### src/rtl/gpu_pkg.sv
// Shared definitions for the GPU write scheduler: memory-map bases, region
// widths, the region enum and the address-to-region decode helper.
package gpu_pkg;

   localparam logic [15:0] GPU_TILE_BASE  = 16'h0000;
   localparam logic [15:0] GPU_ATTR_BASE  = 16'h0800;
   localparam logic [15:0] GPU_COLOR_BASE = 16'h1800;

   localparam int GPU_TILE_AW  = 11;
   localparam int GPU_ATTR_AW  = 12;
   localparam int GPU_COLOR_AW = 4;

   typedef enum logic [1:0] {
      TILE,
      ATTR,
      COLOR
   } gpu_region_t;

   typedef enum logic {
      FILL_IDLE,
      FILL_RUN
   } gpu_fill_state_t;

   function automatic gpu_region_t gpu_decode(input logic [15:0] addr);
      if (addr < GPU_ATTR_BASE) begin
         return TILE;
      end else if (addr < GPU_COLOR_BASE) begin
         return ATTR;
      end
      return COLOR;
   endfunction

endpackage

### src/rtl/gpu_fill_sequencer.sv
// Fill sequencer: walks an address range writing a constant byte, one byte per
// granted slot, and pulses done with the strobe of the last byte.
module gpu_fill_sequencer
   import gpu_pkg::*;
(
   input  logic        clk,
   input  logic        rst,
   input  logic        fill_start,
   input  logic [15:0] fill_base,
   input  logic [15:0] fill_len,
   input  logic [7:0]  fill_value,
   input  logic        grant,
   output logic        busy,
   output logic [15:0] addr,
   output logic [7:0]  value,
   output logic        done
);

   gpu_fill_state_t state_q, state_d;
   logic [15:0]     addr_q, addr_d;
   logic [15:0]     count_q, count_d;
   logic [7:0]      value_q, value_d;
   logic            done_q, done_d;

   // NOTE: every always_comb target gets a default first so no path leaves it unassigned (no latch).
   always_comb begin
      state_d = state_q;
      addr_d  = addr_q;
      count_d = count_q;
      value_d = value_q;
      done_d  = 1'b0;
      case (state_q)
         FILL_IDLE: begin
            if (fill_start) begin
               if (fill_len != 16'd0) begin
                  state_d = FILL_RUN;
                  addr_d  = fill_base;
                  count_d = fill_len;
                  value_d = fill_value;
               end else begin
                  done_d = 1'b1;
               end
            end
         end
         FILL_RUN: begin
            if (grant) begin
               addr_d  = addr_q + 16'd1;
               count_d = count_q - 16'd1;
               // done is registered, so it lands on the same edge as the last strobe
               if (count_q == 16'd1) begin
                  state_d = FILL_IDLE;
                  done_d  = 1'b1;
               end
            end
         end
         default: state_d = FILL_IDLE;
      endcase
   end

   // NOTE: sequential state uses non-blocking assignments so all registers update together.
   always_ff @(posedge clk) begin
      if (!rst) begin
         state_q <= FILL_IDLE;
         addr_q  <= '0;
         count_q <= '0;
         value_q <= '0;
         done_q  <= 1'b0;
      end else begin
         state_q <= state_d;
         addr_q  <= addr_d;
         count_q <= count_d;
         value_q <= value_d;
         done_q  <= done_d;
      end
   end

   assign busy  = (state_q == FILL_RUN);
   assign addr  = addr_q;
   assign value = value_q;
   assign done  = done_q;

endmodule

### src/rtl/gpu_write_scheduler.sv
// Owns the tile/attribute/colour write ports: CPU holding register, CPU-vs-fill
// arbiter, region decode and registered write outputs. Fill built only with GPU_FILL_EN.
module gpu_write_scheduler
   import gpu_pkg::*;
#(
   parameter int unsigned MAX_CPU_RUN = 4
) (
   input  logic        clk,
   input  logic        rst,
   input  logic        cpu_valid,
   input  logic [15:0] cpu_addr,
   input  logic [7:0]  cpu_data,
   output logic        cpu_ready,
   input  logic        fill_start,
   input  logic [15:0] fill_base,
   input  logic [15:0] fill_len,
   input  logic [7:0]  fill_value,
   output logic        fill_busy,
   output logic        fill_done,
   output logic        tile_memory_write_enable,
   output logic [10:0] tile_memory_write_addr,
   output logic [7:0]  tile_memory_write_data,
   output logic        attribute_memory_write_enable,
   output logic [11:0] attribute_memory_write_addr,
   output logic [7:0]  attribute_memory_write_data,
   output logic        color_memory_write_enable,
   output logic [3:0]  color_memory_write_addr,
   output logic [7:0]  color_memory_write_data
);

   localparam logic [3:0] STREAK_MAX = 4'(MAX_CPU_RUN);

   logic        hold_valid_q, hold_valid_d;
   logic [15:0] hold_addr_q, hold_addr_d;
   logic [7:0]  hold_data_q, hold_data_d;

   logic        grant_cpu, grant_fill;
   logic [15:0] fill_addr;
   logic [7:0]  fill_byte;

`ifdef GPU_FILL_EN
   logic       fill_req;
   logic [3:0] streak_q, streak_d;

   gpu_fill_sequencer u_fill (
      .clk        (clk),
      .rst        (rst),
      .fill_start (fill_start),
      .fill_base  (fill_base),
      .fill_len   (fill_len),
      .fill_value (fill_value),
      .grant      (grant_fill),
      .busy       (fill_req),
      .addr       (fill_addr),
      .value      (fill_byte),
      .done       (fill_done)
   );

   // CPU has priority until it has won STREAK_MAX slots in a row over a waiting fill
   always_comb begin
      grant_fill = fill_req && (!hold_valid_q || streak_q == STREAK_MAX);
      grant_cpu  = hold_valid_q && !grant_fill;
      streak_d   = streak_q;
      if (!fill_req || grant_fill) begin
         streak_d = 4'd0;
      end else if (grant_cpu) begin
         streak_d = streak_q + 4'd1;
      end
   end

   always_ff @(posedge clk) begin
      if (!rst) begin
         streak_q <= 4'd0;
      end else begin
         streak_q <= streak_d;
      end
   end

   assign fill_busy = fill_req;
`else
   logic unused_fill;
   assign unused_fill = ^{fill_start, fill_base, fill_len, fill_value, STREAK_MAX};
   assign grant_cpu   = hold_valid_q;
   assign grant_fill  = 1'b0;
   assign fill_addr   = '0;
   assign fill_byte   = '0;
   assign fill_busy   = 1'b0;
   assign fill_done   = 1'b0;
`endif

   // Emptied by a grant and refilled by an accept in the same cycle.
   assign cpu_ready = !hold_valid_q || grant_cpu;

   always_comb begin
      hold_valid_d = hold_valid_q;
      hold_addr_d  = hold_addr_q;
      hold_data_d  = hold_data_q;
      if (grant_cpu) begin
         hold_valid_d = 1'b0;
      end
      if (cpu_valid && cpu_ready) begin
         hold_valid_d = 1'b1;
         hold_addr_d  = cpu_addr;
         hold_data_d  = cpu_data;
      end
   end

   logic [15:0]  wr_addr;
   logic [7:0]   wr_data;
   gpu_region_t  wr_region;

   logic        tile_we_q, tile_we_d;
   logic [10:0] tile_addr_q, tile_addr_d;
   logic [7:0]  tile_data_q, tile_data_d;
   logic        attr_we_q, attr_we_d;
   logic [11:0] attr_addr_q, attr_addr_d;
   logic [7:0]  attr_data_q, attr_data_d;
   logic        color_we_q, color_we_d;
   logic [3:0]  color_addr_q, color_addr_d;
   logic [7:0]  color_data_q, color_data_d;

   always_comb begin
      wr_addr   = grant_cpu ? hold_addr_q : fill_addr;
      wr_data   = grant_cpu ? hold_data_q : fill_byte;
      wr_region = gpu_decode(wr_addr);

      tile_we_d    = 1'b0;
      tile_addr_d  = tile_addr_q;
      tile_data_d  = tile_data_q;
      attr_we_d    = 1'b0;
      attr_addr_d  = attr_addr_q;
      attr_data_d  = attr_data_q;
      color_we_d   = 1'b0;
      color_addr_d = color_addr_q;
      color_data_d = color_data_q;

      if (grant_cpu || grant_fill) begin
         case (wr_region)
            TILE: begin
               tile_we_d   = 1'b1;
               tile_addr_d = GPU_TILE_AW'(wr_addr - GPU_TILE_BASE);
               tile_data_d = wr_data;
            end
            ATTR: begin
               attr_we_d   = 1'b1;
               attr_addr_d = GPU_ATTR_AW'(wr_addr - GPU_ATTR_BASE);
               attr_data_d = wr_data;
            end
            default: begin
               color_we_d   = 1'b1;
               color_addr_d = GPU_COLOR_AW'(wr_addr - GPU_COLOR_BASE);
               color_data_d = wr_data;
            end
         endcase
      end
   end

   always_ff @(posedge clk) begin
      if (!rst) begin
         hold_valid_q <= 1'b0;
         hold_addr_q  <= '0;
         hold_data_q  <= '0;
         tile_we_q    <= 1'b0;
         tile_addr_q  <= '0;
         tile_data_q  <= '0;
         attr_we_q    <= 1'b0;
         attr_addr_q  <= '0;
         attr_data_q  <= '0;
         color_we_q   <= 1'b0;
         color_addr_q <= '0;
         color_data_q <= '0;
      end else begin
         hold_valid_q <= hold_valid_d;
         hold_addr_q  <= hold_addr_d;
         hold_data_q  <= hold_data_d;
         tile_we_q    <= tile_we_d;
         tile_addr_q  <= tile_addr_d;
         tile_data_q  <= tile_data_d;
         attr_we_q    <= attr_we_d;
         attr_addr_q  <= attr_addr_d;
         attr_data_q  <= attr_data_d;
         color_we_q   <= color_we_d;
         color_addr_q <= color_addr_d;
         color_data_q <= color_data_d;
      end
   end

   assign tile_memory_write_enable      = tile_we_q;
   assign tile_memory_write_addr        = tile_addr_q;
   assign tile_memory_write_data        = tile_data_q;
   assign attribute_memory_write_enable = attr_we_q;
   assign attribute_memory_write_addr   = attr_addr_q;
   assign attribute_memory_write_data   = attr_data_q;
   assign color_memory_write_enable     = color_we_q;
   assign color_memory_write_addr       = color_addr_q;
   assign color_memory_write_data       = color_data_q;

endmodule
### config.mk
export PLATFORM = sky130hd
export DESIGN_NAME = gpu_write_scheduler
export DESIGN_NICKNAME = d
export VERILOG_FILES = /design/src/rtl/gpu_pkg.sv /design/src/rtl/gpu_fill_sequencer.sv /design/src/rtl/gpu_write_scheduler.sv
export SDC_FILE = /design/constraint.sdc
export NUM_CORES = 1
export LEC_CHECK = 0
export CAP_MARGIN = 20
export CORE_MARGIN = 2
export CORE_UTILIZATION = 45
export CTS_CLUSTER_SIZE = 28
export DETAILED_ROUTE_END_ITERATION = 7
export GPL_ROUTABILITY_DRIVEN = 0
export PLACE_DENSITY_LB_ADDON = 0.12
export SLEW_MARGIN = 10
export SYNTH_ARGS = -nofsm -noshare
export SYNTH_HDL_FRONTEND = slang
export SYNTH_SLANG_ARGS = --single-unit
### constraint.sdc
create_clock -name clk -period 3.1 [get_ports clk]
set_input_delay 0.62 -clock clk [delete_from_list [all_inputs] [get_ports clk]]
set_output_delay 0.62 -clock clk [all_outputs]
set_load 0.05 [all_outputs]
==> metrics.md, run 1 <==
| Metric | Value |
|---|---|
| Status | completed |
| Hold buffer count at CTS | 0 |
| DR WL/cell | 13.9 um |
| Synth Instances | 277 |
| Crit path buffers/inverters | 1 |
| Count of input and output buffers | 80 |
| Max Cap Viol | 0 |
| Chip width | 84.3 um |
| Post-synth top area cell | dfxtp_1 |
| Fillers | 555 |
| # rows | 29 |
| Power Density | roughly 530 mW/mm^2 |
| Final Hold Viols | 0 |
| Compound-Gate Fraction of Synth Area | 0.0492 |
| DRT met1 WL | 2.89 mm |
| Area Overhead vs Synth | 33.6% |
| Ys async rst share | 0 |
| Max Clock Freq | 461 MHz |
| Layout net count | around 420 |
| Starting DRC count in detailed routing | 60 |
| WP data arrival | about 1.6 ns |
| Clock Latency Late Sink | 0.34 ns |
| Switching part of the total | 0.249 |
| Die Y | between 80 and 90 um |
| WP data required | 2.48 ns |
| Worst path cell trace | clkdlybuf4s50_1 |
| Gr usage total | 0.182 |
| Post-DRT Antenna Nets | 0 |
| Max Used Layer | met4 |
| Top delay family on crit path | buffers and inverters |
| Final Slew Violations | 0 |
| Simple-gate share of the synthesized area | 0.135 |
| Pleak | 0.00170 uW |
| Via count | 2088 |
| Initial antenna violation count | 0 |
| ANT cells | 0 |
| Slew headroom | 0.495 |
| Psw | 516 uW |
| Tcrit/Tclk final | 0.699 |
| Worst Skew | 0.00764 ns |
| Clock Path Buffers | 2 |
| Multiplexer area fraction after synthesis | 0.214 |
| Largest net degree at the start of global routing | 34 |
| Combinational share of power | 0.106 |
| Avg Vias per Cell | 4.83 |
| Synth top area share | 0.545 |
| Die area | slightly above 0.007 sq mm |
| First-pass GRT wire length | a little over 10 mm |
| Fraction of layout cells with a size suffix above 1 | 0.0704 |
| Inserted Clock Buffers | 9 |
| First-pass DRT Iterations | 4 |
| Mapped cell area | ~0.0029 sq mm |
| Synth Area in XOR/XNOR | 0.00302 |
| Mean Syn Cell Area | 10.5 sq um |
| Setup TNS Final | 0 ns |
| CP endpoint kind | output pin |
| Leading post-synthesis cells by cell area | dfxtp_1 55%, mux2i_1 21%, nand2_1 7.5%, a22o_1 3.6%, nor2_1 3.5% |
| Dpl cells | around 420 |
| Final std cells w/o fill | 432 |
| Met3 routed WL | 317 um |
| # IOs | approximately 130 |
| Metal2 WL | between 2 and 3 mm |
| Most frequent cell after synthesis | dfxtp_1 |
| CTS tree | done |
| RSZ-0062 raised after global routing | false |
| Dpl hpwl | 3.92 mm |
| Least-Margin Pin Slew | between 0.7 and 0.8 ns |
| Sequential area share after synthesis | 0.545 |
| Number of distinct library cells after synthesis | 25 |
| Fin crit period | 2.17 ns |
| Maximum vdd drop | 0.310 mV |
| CP max stage delay | 0.82 ns |
| Starting Density | 0.462 |
| Root Driver | clkbuf_8 |
| Vias in the first global route | between 2k and 2.5k |
| Setup bufs post-CTS | 0 |
| Most common flop cell mapped by yosys | dfxtp_1 |
| Sink Count | slightly below 80 |
| Startpoint Class | flip-flop |
| Internal power | around 1600 uW |
| Clk slew on worst S/H paths | roughly 0.08 ns |
| Post-synth EDFFs | 0 |
| DRC Markers | 0 |
| Footprint of the multi-input gates | around 0.0012 sq mm |
| Clock Power Share | 0.378 |
| H-tree depth | 3 |
| Final setup violating endpoints | 0 |
| Post-CTS sizing | 0 |
| CP max FO | 3 |
| WL final | around 6.0 mm |
| Storage cell area | 0.00158 sq mm |
| Slowest CP cell | clkdlybuf4s50_1 |
| Total grt overflow | 0 |
| Flop pwr share | 0.515 |
| Post-synth top cells | 79 x dfxtp_1, 62 x mux2i_1, 58 x nand2_1, 27 x nor2_1, 12 x a22o_1 |
| Core ar. | around 0.0063 sq mm |
| Worst Hold Class | reg -> reg |
| Largest family of logic cells by synthesized area | multiplexers |
| WS Path Type | reg -> out |
| Yosys reg bits | ~80 |
| Ys Warns | 0 |
| Adder-Cell Fraction of Synth Area | 0 |
[cell families after synthesis]
| logic type | count (synthesis) |
|---|---|
| DFF | 79 |
| AOI/OAI and AO/OA | 16 |
| buffers and inverters | 23 |
| xor gates and xnor gates | 1 |
| other | 2 |
| muxes | 62 |
| and+or+nand+nor | 94 |
[layout by cell type (no fill, tap or decap)]
| cell | count |
|---|---|
| a21oi_2 | 1 |
| a22o_1 | 12 |
| a31o_4 | 1 |
| a31oi_1 | 1 |
| and2_1 | 1 |
| buf_2 | 2 |
| buf_4 | 2 |
| bufinv_16 | 1 |
| clkbuf_1 | 1 |
| clkbuf_8 | 11 |
| clkdlybuf4s50_1 | 78 |
| clkinv_1 | 1 |
| clkinv_4 | 1 |
| clkinvlp_4 | 2 |
| conb_1 | 3 |
| dfxtp_1 | 79 |
| inv_1 | 1 |
| mux2i_1 | 62 |
| nand2_1 | 58 |
| nand2_2 | 1 |
| nand2b_1 | 2 |
| nand3_2 | 2 |
| nand4_1 | 1 |
| nor2_1 | 27 |
| nor2b_1 | 1 |
| nor3_4 | 1 |
| o21ai_0 | 1 |
| xor2_1 | 1 |
[routing by layer]
| layer | up-vias | global-route usage |
|---|---|---|
| met5 | - | 0 |
| met4 | 0 | 0.0748 |
| met3 | 10 | 0.0433 |
| met2 | 53 | 0.300 |
| met1 | 962 | 0.228 |
| li1 | 1063 | - |
[registers in the layout, summed over array words and instances, names as in the netlist]
name and cells:
color_memory_write_enable 1, color_memory_write_data 8, attribute_memory_write_enable 1, grant_cpu 1, color_memory_write_addr 4, hold_addr_q 16
hold_data_q 8, tile_memory_write_enable 1, tile_memory_write_addr 11, attribute_memory_write_data 8, attribute_memory_write_addr 12, tile_memory_write_data 8
[path summary, 6_finish.rpt]
check	end	slack, ns	cells after the start	from
worst max-delay path	attribute_memory_write_addr[11]	0.93	1	attribute_memory_write_addr[11]
worst min register to register	attribute_memory_write_data[3]	0.46	2	attribute_memory_write_data[3]
worst min-delay path	attribute_memory_write_data[3]	0.46	2	attribute_memory_write_data[3]
worst max register to register	attribute_memory_write_data[7]	1.32	3	hold_addr_q[15]
[metrics by stage]
stage / utilization / total power (uW) / area [sq um] / setup WS (ns) / hold slack, ns
final: 0.618 / 2070 / 3880 / 0.933 / 0.462
after global routing: 0.618 / 2160 / 3880 / 0.902 / 0.492
after CTS: 0.618 / 2090 / 3880 / 0.940 / 0.468
after detailed placement: 0.584 / 1310 / 3670 / 1.06 / 0.457
after global placement: 0.584 / 1310 / 3670 / 1.07 / 0.447
after floorplan: - / 1240 / 2910 / 1.55 / 0.456
[power by group through the flow]
stage,Sequential (uW),Clock (uW),Combinational [uW]
after global placement,1090,0,220
after global routing,1070,849,237
after CTS,1070,797,223
after floorplan,1130,0,115
final,1070,783,220
after detailed placement,1090,0,222
[final cells by class]
| cell class | count | share of cell area |
|---|---|---|
| multi-input combinational | 176 | 0.303 |
| clock inverter | 4 | 0.0139 |
| sequential | 79 | 0.408 |
| tap | 77 | 0.0249 |
| clock buffer | 12 | 0.0400 |
| timing repair buffer | 82 | 0.208 |
| inverter | 2 | 0.00194 |
No activity file was read; power rests on OpenSTA's default activity.
==> inputs of run 2 (changes only) <==
- CORE_UTILIZATION: 45 -> 42
- clock period: 3.1 -> 2.2 ns (I/O delays scaled with it)
==> metrics.md, run 2 (same netlist as run 1, synthesis figures left out) <==
| Metric | Value |
|---|---|
| Status | completed |
| CP max FO | 2 (-1) |
| Total grt overflow | 0 (unchanged) |
| WP data required | 1.76 ns (-0.72 ns) |
| Most frequent cells in the layout | 79 x dfxtp_1, 78 x clkdlybuf4s50_1, 62 x mux2i_1, 58 x nand2_1, 27 x nor2_1 |
| Tcrit/Tclk final | 0.893 |
| CP endpoint kind | output pin |
| Fin crit period | 1.96 ns |
| Top delay family on crit path | buffers and inverters |
| DR WL/cell | 13.7 um (-1.3%) |
| RSZ-0062 raised after global routing | false |
| Fin area | 0.00395 sq mm (+1.8%) |
| Post-CTS sizing | 0 (unchanged) |
| Fillers | 611 (+10%) |
| Dpl ws | 0.451 ns (-0.613 ns) |
| ANT cells | 0 (unchanged) |
| Setup ws final | 0.235 ns (-0.697 ns) |
| Clock Latency Late Sink | 0.35 ns (about the same) |
| Max Cap Viol | 0 (unchanged) |
| Setup bufs post-CTS | 0 (unchanged) |
| First-pass GRT wire length | 9.60 mm (-6.6%) |
| Final std cells w/o fill | 440 (+1.9%) |
| Avg Vias per Cell | 4.85 (+0.25%) |
| Largest Register | hold_addr_q |
| Via count | 2132 (+2.1%) |
| Fraction of layout cells with a size suffix above 1 | 0.0806 (+0.0101) |
| Area Overhead vs Synth | 36.0% |
| Maximum vdd drop | 0.376 mV (+21%) |
| Least-Margin Pin Slew | 0.515 ns (-0.243 ns) |
| Inserted Clock Buffers | 9 (unchanged) |
| First-pass DRT Iterations | 4 (unchanged) |
| Startpoint Class | flip-flop |
| Max Clock Freq | a little over 500 MHz |
| Layout net count | 423 (+1.2%) |
| # rows | 30 (+3.4%) |
| Count of input and output buffers | 80 (unchanged) |
| Pleak | 0.00175 uW (+2.6%) |
| WP data arrival | 1.52 ns (-0.03 ns) |
| H-tree depth | 3 (unchanged) |
| Starting DRC count in detailed routing | 54 (-10%) |
| Gr usage total | 0.168 (-0.0139) |
| Max FFs per register | 16 (unchanged) |
| Setup TNS Final | 0 ns (unchanged) |
| DRC Markers | 0 (unchanged) |
| Vias in the first global route | 1941 (-11%) |
| Root Driver | clkbuf_8 |
| Slew headroom | 0.656 (+0.161) |
| Storage cell area | 0.00158 sq mm (unchanged) |
| Commonest non-fill, non-tap cell in the layout | dfxtp_1 |
| Crit path buffers/inverters | 1 (unchanged) |
| Core ar. | 0.00676 sq mm (+7.6%) |
| Final setup violating endpoints | 0 (unchanged) |
| Dpl hpwl | 4.08 mm (+3.9%) |
| WL final | 6.02 mm (+0.57%) |
| Final Hold Viols | 0 (unchanged) |
| Die area | 0.00759 sq mm (+6.8%) |
| # IOs | 125 (unchanged) |
| WS Path Type | reg -> out |
| Worst path cell trace | clkdlybuf4s50_1 |
| Post-DRT Antenna Nets | 0 (unchanged) |
| Placed Area | 0.00372 sq mm (+1.5%) |
| CP max stage delay | 0.81 ns (about the same) |
| Slowest CP cell | clkdlybuf4s50_1 |
| Clock Path Buffers | 2 (unchanged) |
| Initial antenna violation count | 0 (unchanged) |
| Sink Count | 79 (unchanged) |
| Power Density | 766 mW/mm^2 (+43%) |
| Die Y | 87.1 um (+3.3%) |
| Clk slew on worst S/H paths | 0.07 ns (about the same) |
| Worst Hold Class | reg -> reg |
| Chip width | 87.1 um (+3.3%) |
| Starting Density | 0.429 (-0.0328) |
| Hold_ws | 0.460 ns (-0.00186 ns) |
| Final Slew Violations | 0 (unchanged) |
| Hold buffer count at CTS | 0 (unchanged) |
| Dpl cells | 424 (+1.9%) |
| CTS tree | done |
| Footprint of the multi-input gates | 0.00118 sq mm (unchanged) |
| Largest net degree at the start of global routing | 41 (+21%) |
| Worst Skew | 0.00630 ns (-0.00135 ns) |
[run 2: changes by cell type in the layout (fill, tap and decap cells not counted)]
cell and delta:
clkinv_4 -1, clkinv_2 +1, bufinv_16 +1, clkbuf_1 +1, clkinvlp_4 -2, buf_4 +4, buf_12 +1
[run 2: path summary, 6_finish.rpt]
path,start,to,slack (ns),cells after the start
setup / recovery,attribute_memory_write_data[6],attribute_memory_write_data[6],0.24,1
hold / removal,attribute_memory_write_data[5],attribute_memory_write_data[5],0.46,2
setup reg to reg,hold_addr_q[15],tile_memory_write_data[4],0.65,4
hold reg to reg,attribute_memory_write_data[5],attribute_memory_write_data[5],0.46,2
[run 2: cell type report]
cell class | instances | share of cell area
Timing Repair Buffer | 87 | 0.217
Sequential cell | 79 | 0.401
Inverter | 2 | 0.00190
Tap cell | 80 | 0.0254
Clock inverter | 3 | 0.0165
Clock buffer | 13 | 0.0403
Multi-Input combinational cell | 176 | 0.298
[run 2: power by group]
part | switching, uW | internal (uW)
clock | 500 | 701
sequential | 30.6 | 1470
combinational | 183 | 133
[run 2: metrics by stage]
stage,total power (uW),utilization
floorplan,1750,-
global placement,1850,0.551
detailed placement,1860,0.551
CTS,3060,0.584
global route,3150,0.584
finish,3020,0.584
[run 2: worst register-to-register path, stage by stage (launching register included)]
cell,delay [ns]
dfxtp_1,0.34
nor3_4,0.34
nand3_2,0.36
buf_12,0.28
mux2i_1,0.13
[run 2: per-layer routing]
layer	up-vias	track usage	share of wire
met5	-	0	0
met4	0	0.0671	0.013
met3	6	0.0578	0.052
met2	55	0.250	0.44
met1	999	0.223	0.49
li1	1072	-	-
==> inputs of run 3 (changes only) <==
- MAX_ROUTING_LAYER: not set -> met4
- PLACE_DENSITY: not set -> 0.83
- PLACE_DENSITY_LB_ADDON: 0.12 -> not set
==> metrics.md, run 3 (same netlist as run 1, synthesis figures left out) <==
| Metric | Value |
|---|---|
| Max Cap Viol | 0 (unchanged) |
| WL final | 6.32 mm (+5.0%) |
| Clock Path Buffers | 2 (unchanged) |
| RSZ-0062 raised after global routing | false |
| Root Driver | clkbuf_8 |
| Slowest CP cell | clkdlybuf4s50_1 |
| Slew headroom | 0.613 (-0.0433) |
| Worst Skew | 0.0118 ns (+0.00555 ns) |
| Maximum vdd drop | 0.464 mV (+24%) |
| Dpl cells | 425 (+0.24%) |
| WP data required | 1.76 ns (about the same) |
| CP endpoint kind | output pin |
| Die Y | 87.1 um (unchanged) |
| Starting DRC count in detailed routing | 57 (+5.6%) |
| H-tree depth | 3 (unchanged) |
| ANT cells | 0 (unchanged) |
| Layout net count | 424 (+0.24%) |
| Setup ws final | 0.242 ns (+0.00672 ns) |
| Switching part of the total | 0.251 (+0.0147) |
| Gr usage total | 0.178 (+0.0106) |
| # rows | 30 (unchanged) |
| Final Hold Viols | 0 (unchanged) |
| Commonest non-fill, non-tap cell in the layout | dfxtp_1 |
| Final Slew Violations | 0 (unchanged) |
| Die area | 0.00759 sq mm (unchanged) |
| Core ar. | 0.00676 sq mm (unchanged) |
| Starting Density | 0.429 (unchanged) |
| Largest Register | hold_addr_q |
| Largest net degree at the start of global routing | 34 (-17%) |
| Tcrit/Tclk final | 0.890 (-0.00305) |
| Psw | 756 uW (+6.0%) |
| Most frequent cells in the layout | 79 x dfxtp_1, 78 x clkdlybuf4s50_1, 62 x mux2i_1, 58 x nand2_1, 27 x nor2_1 |
| DRC Markers | 0 (unchanged) |
| Via count | 2166 (+1.6%) |
| Final std cells w/o fill | 441 (+0.23%) |
| WP data arrival | 1.52 ns (about the same) |
| CP max FO | 3 (+1) |
| Post-DRT Antenna Nets | 0 (unchanged) |
| Status | completed |
| Pleak | 0.00175 uW (about the same) |
| Sink Count | 79 (unchanged) |
| Initial antenna violation count | 0 (unchanged) |
| Setup bufs post-CTS | 0 (unchanged) |
| Setup TNS Final | 0 ns (unchanged) |
| Count of input and output buffers | 80 (unchanged) |
| Dpl hpwl | 4.28 mm (+5.0%) |
| Hold buffer count at CTS | 0 (unchanged) |
| Total grt overflow | 0 (unchanged) |
| Top delay family on crit path | buffers and inverters |
| Flop pwr share | 0.499 (about the same) |
| Startpoint Class | flip-flop |
| Power Total | 3010 uW (-0.24%) |
| # IOs | 125 (unchanged) |
| CTS tree | done |
| Fraction of layout cells with a size suffix above 1 | 0.0886 (+0.00809) |
| Clk slew on worst S/H paths | 0.08 ns (about the same) |
| Chip width | 87.1 um (unchanged) |
| Clock Power Share | 0.396 (-0.002) |
| CP max stage delay | 0.81 ns (about the same) |
| Crit path buffers/inverters | 1 (unchanged) |
| Combinational share of power | 0.105 (about the same) |
| First-pass GRT wire length | 10.1 mm (+5.1%) |
| Vias in the first global route | 2060 (+6.1%) |
| Post-CTS sizing | 0 (unchanged) |
| DR WL/cell | 14.3 um (+4.7%) |
| Max FFs per register | 16 (unchanged) |
| Inserted Clock Buffers | 9 (unchanged) |
| Least-Margin Pin Slew | 0.581 ns (+0.0666 ns) |
| Internal power | 2260 uW (-2.2%) |
| Avg Vias per Cell | 4.91 (+1.4%) |
| Max Clock Freq | 511 MHz (+0.34%) |
| Final setup violating endpoints | 0 (unchanged) |
| Clock Latency Late Sink | 0.35 ns (about the same) |
| Area Overhead vs Synth | 35.9% (about the same) |
| First-pass DRT Iterations | 4 (unchanged) |
| Worst Hold Class | reg -> reg |
| Dpl ws | 0.492 ns (+0.0407 ns) |
| Worst path cell trace | clkdlybuf4s50_1 |
| Power Density | 764 mW/mm^2 (-0.21%) |
| Fillers | 607 (-0.65%) |
| Fin crit period | 1.96 ns (-0.00672 ns) |
| WS Path Type | reg -> out |
==> run 3: power groups by stage <==
| stage | clock (uW) | sequential (uW) | combinational, uW |
|---|---|---|---|
| floorplan | 0 | 1590 | 162 |
| global placement | 0 | 1540 | 314 |
| detailed placement | 0 | 1540 | 319 |
| CTS | 1230 | 1500 | 321 |
| global route | 1280 | 1510 | 339 |
| finish | 1190 | 1500 | 316 |
==> run 3: path summary, 6_finish.rpt <==
kind,end,start,slack (ns),cells past startpoint
hold reg to reg,attribute_memory_write_addr[2],attribute_memory_write_addr[2],0.46,2
hold / removal,attribute_memory_write_addr[2],attribute_memory_write_addr[2],0.46,2
setup / recovery,attribute_memory_write_addr[11],attribute_memory_write_addr[11],0.24,1
setup reg to reg,tile_memory_write_addr[4],hold_addr_q[15],0.84,4
==> run 3: metal layers <==
layer,track usage,part of all wire
met4,0.0587,0.013
met1,0.214,0.46
met3,0.0474,0.045
met2,0.292,0.48
met5,-,0
==> run 3: final cells by class <==
class,count,area (sq um),area share
clock buffers,9,124,0.0314
clock inverters,7,104,0.0263
inverters,2,7.51,0.00190
multi-input cells,176,1180,0.298
flip-flops and latches,79,1580,0.401
well taps,80,100,0.0254
repair buffers,88,851,0.216
==> run 3: through the flow <==
stage	hold slack (ns)	area (sq um)	utilization
floorplan	0.456	2910	-
global placement	0.445	3720	0.550
detailed placement	0.455	3720	0.550
CTS	0.466	3940	0.584
global route	0.474	3940	0.584
finish	0.462	3940	0.584
